$ cat src/rtl/intersection_sequencer.sv
// Two-approach intersection sequencer with pedestrian phase, night flash and
// all-red hold. All phase timing is driven by the 1 Hz tick; every output is
// a register.
//
// state  | meaning
// -------+-----------------------------------------------
// A_GRN  | approach A green, B red (duration green_a)
// A_YEL  | approach A yellow, B red (YEL_T)
// AR1    | all-red clearance after A (CLR_T)
// B_GRN  | approach B green, A red (duration green_b)
// B_YEL  | approach B yellow, A red (YEL_T)
// AR2    | all-red clearance after B, reset state (CLR_T)
// PED    | all-red with walk lamp (WALK_T)
// FLASH  | night flash, both yellows blink on tick
// HOLD   | all-red hold, untimed
module intersection_sequencer #(
    parameter int YEL_T  = 5,
    parameter int CLR_T  = 2,
    parameter int WALK_T = 10
) (
    input  logic       clk,
    input  logic       rst,
    input  logic       tick,
    input  logic [1:0] mode,
    input  logic [7:0] green_a,
    input  logic [7:0] green_b,
    input  logic       ped_req,
    output logic       ped_ack,
    output logic       a_r,
    output logic       a_y,
    output logic       a_g,
    output logic       b_r,
    output logic       b_y,
    output logic       b_g,
    output logic       walk,
    output logic [7:0] count
);

    typedef enum logic [3:0] {
        A_GRN, A_YEL, AR1, B_GRN, B_YEL, AR2, PED, FLASH, HOLD
    } state_t;

    // Zero durations load 1 so that every timed phase lasts at least one tick.
    localparam logic [7:0] YEL_C  = (YEL_T  == 0) ? 8'd1 : 8'(YEL_T);
    localparam logic [7:0] CLR_C  = (CLR_T  == 0) ? 8'd1 : 8'(CLR_T);
    localparam logic [7:0] WALK_C = (WALK_T == 0) ? 8'd1 : 8'(WALK_T);

    function automatic logic [7:0] load_dur(input logic [7:0] d);
        return (d == 8'd0) ? 8'd1 : d;
    endfunction

    state_t     state, state_nxt;
    logic [7:0] count_nxt;
    logic       flash, flash_nxt;
    logic       pend, pend_nxt;
    logic       ack_nxt;
    logic [6:0] lamp_nxt;
    logic       night, hold_m, normal, expire;

    // Mode 11 behaves as normal operation.
    assign night  = (mode == 2'b01);
    assign hold_m = (mode == 2'b10);
    assign normal = !night && !hold_m;
    assign expire = (count <= 8'd1);

    // Next-state, count, flash bit, pending latch and ack pulse.
    always_comb begin
        state_nxt = state;
        count_nxt = count;
        flash_nxt = flash;
        if (tick) begin
            case (state)
                A_GRN: begin
                    if (!normal || expire) begin
                        state_nxt = A_YEL;
                        count_nxt = YEL_C;
                    end else begin
                        count_nxt = count - 8'd1;
                    end
                end
                A_YEL: begin
                    if (expire) begin
                        state_nxt = AR1;
                        count_nxt = CLR_C;
                    end else begin
                        count_nxt = count - 8'd1;
                    end
                end
                AR1: begin
                    if (!expire) begin
                        count_nxt = count - 8'd1;
                    end else if (night) begin
                        state_nxt = FLASH;
                    end else if (hold_m) begin
                        state_nxt = HOLD;
                    end else begin
                        state_nxt = B_GRN;
                        count_nxt = load_dur(green_b);
                    end
                end
                B_GRN: begin
                    if (!normal || expire) begin
                        state_nxt = B_YEL;
                        count_nxt = YEL_C;
                    end else begin
                        count_nxt = count - 8'd1;
                    end
                end
                B_YEL: begin
                    if (expire) begin
                        state_nxt = AR2;
                        count_nxt = CLR_C;
                    end else begin
                        count_nxt = count - 8'd1;
                    end
                end
                AR2: begin
                    if (!expire) begin
                        count_nxt = count - 8'd1;
                    end else if (night) begin
                        state_nxt = FLASH;
                    end else if (hold_m) begin
                        state_nxt = HOLD;
                    end else if (pend) begin
                        state_nxt = PED;
                        count_nxt = WALK_C;
                    end else begin
                        state_nxt = A_GRN;
                        count_nxt = load_dur(green_a);
                    end
                end
                PED: begin
                    if (expire) begin
                        state_nxt = A_GRN;
                        count_nxt = load_dur(green_a);
                    end else begin
                        count_nxt = count - 8'd1;
                    end
                end
                FLASH: begin
                    if (normal) begin
                        state_nxt = AR2;
                        count_nxt = CLR_C;
                    end else if (hold_m) begin
                        state_nxt = HOLD;
                    end else begin
                        flash_nxt = !flash;
                    end
                end
                HOLD: begin
                    if (normal) begin
                        state_nxt = AR2;
                        count_nxt = CLR_C;
                    end else if (night) begin
                        state_nxt = FLASH;
                    end
                end
                default: begin
                    state_nxt = AR2;
                    count_nxt = CLR_C;
                end
            endcase

            // Untimed states show zero; flash always starts dark.
            if ((state_nxt == FLASH) || (state_nxt == HOLD)) begin
                count_nxt = 8'd0;
            end
            if ((state_nxt == FLASH) && (state != FLASH)) begin
                flash_nxt = 1'b0;
            end
        end

        // A request in the entry clk survives the clear.
        pend_nxt = pend;
        if (((state_nxt == PED) && (state != PED)) ||
            ((state_nxt == FLASH) && (state != FLASH))) begin
            pend_nxt = 1'b0;
        end
        if (ped_req) begin
            pend_nxt = 1'b1;
        end

        ack_nxt = (state_nxt == PED) && (state != PED);
    end

    // Lamp decode from the next state, packed {a_r,a_y,a_g,b_r,b_y,b_g,walk}.
    always_comb begin
        lamp_nxt = 7'b1001000;
        case (state_nxt)
            A_GRN:   lamp_nxt = 7'b0011000;
            A_YEL:   lamp_nxt = 7'b0101000;
            B_GRN:   lamp_nxt = 7'b1000010;
            B_YEL:   lamp_nxt = 7'b1000100;
            PED:     lamp_nxt = 7'b1001001;
            FLASH:   lamp_nxt = {1'b0, flash_nxt, 2'b00, flash_nxt, 2'b00};
            default: lamp_nxt = 7'b1001000;
        endcase
    end

    // State and output registers; reset lands in all-red clearance.
    always_ff @(posedge clk or negedge rst) begin
        if (!rst) begin
            state   <= AR2;
            count   <= CLR_C;
            flash   <= 1'b0;
            pend    <= 1'b0;
            ped_ack <= 1'b0;
            {a_r, a_y, a_g, b_r, b_y, b_g, walk} <= 7'b1001000;
        end else begin
            state   <= state_nxt;
            count   <= count_nxt;
            flash   <= flash_nxt;
            pend    <= pend_nxt;
            ped_ack <= ack_nxt;
            {a_r, a_y, a_g, b_r, b_y, b_g, walk} <= lamp_nxt;
        end
    end

endmodule

$ cat config.mk
export PLATFORM = sky130hd
export DESIGN_NAME = intersection_sequencer
export DESIGN_NICKNAME = d
export VERILOG_FILES = /design/src/rtl/intersection_sequencer.sv
export SDC_FILE = /design/constraint.sdc
export NUM_CORES = 1
export LEC_CHECK = 0
export CORE_MARGIN = 1.5
export CORE_UTILIZATION = 50
export CTS_CLUSTER_SIZE = 10
export DETAILED_ROUTE_END_ITERATION = 8
export PLACE_DENSITY = 0.81
export SLEW_MARGIN = 40
export SYNTH_ARGS = -nofsm -noshare
export SYNTH_HDL_FRONTEND = slang
export SYNTH_SLANG_ARGS = --single-unit
$ cat constraint.sdc
create_clock -name clk -period 8.7 [get_ports clk]
set_input_delay 0.87 -clock clk [delete_from_list [all_inputs] [get_ports clk]]
set_output_delay 0.87 -clock clk [all_outputs]
set_load 0.1 [all_outputs]
==> impl_metrics.py <==
metrics = {
    "placed_design": {
        "dp_hpwl_um": 4650,
        "port_buffers": 37,
        "globalplace.congestion": 0.904,
    },
    "sta": {
        "hold_viol": 0,
        "achievable-frequency_mhz": 271,
        "worst_pin_slew_ns": 0.756,
        "finalClockSkew_ns": 0.00699,
        "fin_hold_ws_ns": 0.526,
        "drv_slew": 0,
        "setup_violations": 0,
        "slew_headroom_pct": 49.1,
        "finalCriticalPeriod_ns": 3.69,
        "rsz0062_at_grt": "no",
        "tns_ns": 0,
        "layout_worst_path_cycle_share_pct": 42.4,
    },
    "clocking": {
        "cts-root-buf": "clkbuf_8",
        "hold_buffers": 0,
        "cts_max_path_buffers": 2,
        "htreeDepth": 1,
        "cts_made_buffers": 3,
        "post_cts_buffers": 0,
        "cts_resized": 0,
        "clock-sinks": 22,
        "clkLatencyLatePin_ns": 0.26,
        "cts_tree": "built",
        "path_clk_slew_ns": 0.08,
    },
    "finish": {
        "final-seq-area_sq_um": 557,
        "nNetsFinal": 319,
        "fill_cells": 395,
        "largest_reg_flops": 8,
        "top_regs": "count x8, state x4",
        "largest-register": "count",
        "multi_input_area_sq_um": 1500,
        "area_growth_pct": 13.6,
        "drive_gt1_share_pct": 18.2,
        "diodes": 0,
    },
    "synthesis": {
        "synth_edf_count": 0,
        "yosysSeqAreaShare_pct": 25.1,
        "synthDistinctLibCells": 71,
        "ys.flop_type": "dfrtp_1",
        "synth-async-reset-ratio_pct": 100,
        "synth.net_count": 295,
        "synth-seq-cells": 22,
        "ys_warn_count": 0,
        "syn-mean-instance-area_sq_um": 8.29,
        "synthCells": 268,
        "netlist_area_sq_um": 2220,
    },
    "route": {
        "drt_iter0_markers": 356,
        "drc": 0,
        "route.met3.wl_um": 535,
        "vias": 2329,
        "routedWlPerCell_um": 18.2,
        "drt_pass1_iterations": 5,
        "ant_nets": 0,
        "maxUsedRoutingLayer": "met4",
        "route.met2.wl_um": 2890,
        "routed_via_density": 6.79,
        "met1Wirelength_um": 2730,
        "wl_um": 6250,
    },
    "die": {
        "io_pins": 38,
        "die_w_um": 69.6,
        "die-height_um": 69.6,
        "row_count": 24,
        "die-area_sq_um": 4850,
        "initial_utilization_pct": 51.4,
        "coreArea_sq_um": 4320,
    },
    "worst_setup_path": {
        "start_kind": "flop",
        "arrival_ns": 3.86,
        "crit_required_ns": 8.87,
        "critPathKind": "reg -> reg",
        "cp_max_fo": 13,
        "cp-end-kind": "flop",
    },
    "grt": {
        "globalRouteOverflowTotal": 0,
        "grt_max_degree": 28,
        "track_usage_pct": 26.6,
        "grt_pass1_wl_um": 10500,
        "grt_antenna_before_repair": 0,
        "grt_pass1_vias": 2140,
    },
    "job": {
        "maxCapViolations": 0,
    },
    "min_path": {
        "hold_class": "reg -> reg",
    },
    "outcome": {
        "status": "finished clean",
    },
}
-- cells by family after synthesis --
logic type,synth area share (%)
compound gates,37.2
flops,25.1
buf+inv,7.21
simple gates,26.3
mux,1.41
fa+ha+maj,2.82
-- through the flow --
stage                     utilization, %  instance area, sq um  std cells  setup WS (ns)
after floorplan                        -                  2220        268           5.31
after global placement              59.3                  2560        339           4.94
after detailed placement            57.3                  2480        339           4.84
after CTS                           58.4                  2520        343           5.14
after global routing                58.4                  2520        343           4.79
final                               58.4                  2520        343           5.01
-- area by class of cell --
cell class	instances	share of cell area (%)
multi-input cells	210	59.6
flip-flops and latches	22	22.1
repair buffers	37	11.3
inverters	18	2.68
well taps	52	2.58
clock buffers	4	1.78
-- worst paths after layout --
| kind | from | to | slack (ns) | cells past startpoint |
|---|---|---|---|---|
| max | count[2] | count[2] | 5.01 | 7 |
| min | count[1] | count[1] | 0.53 | 2 |
| max reg2reg | count[2] | count[2] | 5.01 | 7 |
| min reg2reg | count[1] | count[1] | 0.53 | 2 |
| max in group asynchronous | rst | state[2] | 7.77 | 1 |
| min in group asynchronous | rst | count[2] | 0.56 | 1 |
-- synthesized netlist by cell type, drive strengths merged, types with 6 or more instances --
library cell	number	area, sq um
a211oi	9	82.6
a21o	7	55.1
a21oi	17	85.1
a22oi	6	45.0
a31oi	9	71.3
buf	11	66.3
clkbuf	7	26.3
dfrtp	17	425
inv	18	67.6
nand2	20	82.6
nand2b	7	43.8
nand3	12	60.1
nor2	19	71.3
nor3	8	45.0
o21ai	12	60.1
o32ai	6	75.1
-- worst max-delay path: stages (launching register included) --
cell and delay, ns:
dfrtp_1 0.44, nor4_1 0.70, nand3_1 0.67, o32ai_1 0.66
and2_2 0.34, a31oi_4 0.15, and2_1 0.32, o311ai_2 0.30
-- cells in the final DEF (no fill, tap or decap), drive strengths merged, types with 3 or more instances in the layout --
| cell type | count |
|---|---|
| dfstp | 5 |
| a32oi | 3 |
| a22oi | 6 |
| or2 | 3 |
| a21oi | 17 |
| nand2b | 7 |
| dfrtp | 17 |
| nor2 | 19 |
| clkbuf | 4 |
| a31oi | 9 |
| nand4 | 4 |
| and3 | 5 |
| o21ai | 12 |
| nand2 | 20 |
| buf | 17 |
| and2 | 4 |
| clkdlybuf4s50 | 20 |
| ha | 5 |
| o31ai | 5 |
| nor3 | 8 |
| nand3 | 12 |
| o32ai | 6 |
| a21o | 7 |
| nor3b | 4 |
| a211oi | 9 |
| inv | 18 |
| nor4 | 4 |
| nor2b | 4 |
-- routing by layer --
layer | vias to the layer above | GRT usage, %
met5 | - | 0
met4 | 0 | 8.55
met3 | 12 | 3.20
met2 | 129 | 40.7
met1 | 1112 | 39.2
li1 | 1076 | -
Power is left out: the tool's default activity adds up to more than one toggle a clock period on the data nets, which glitch-free logic cannot reach.
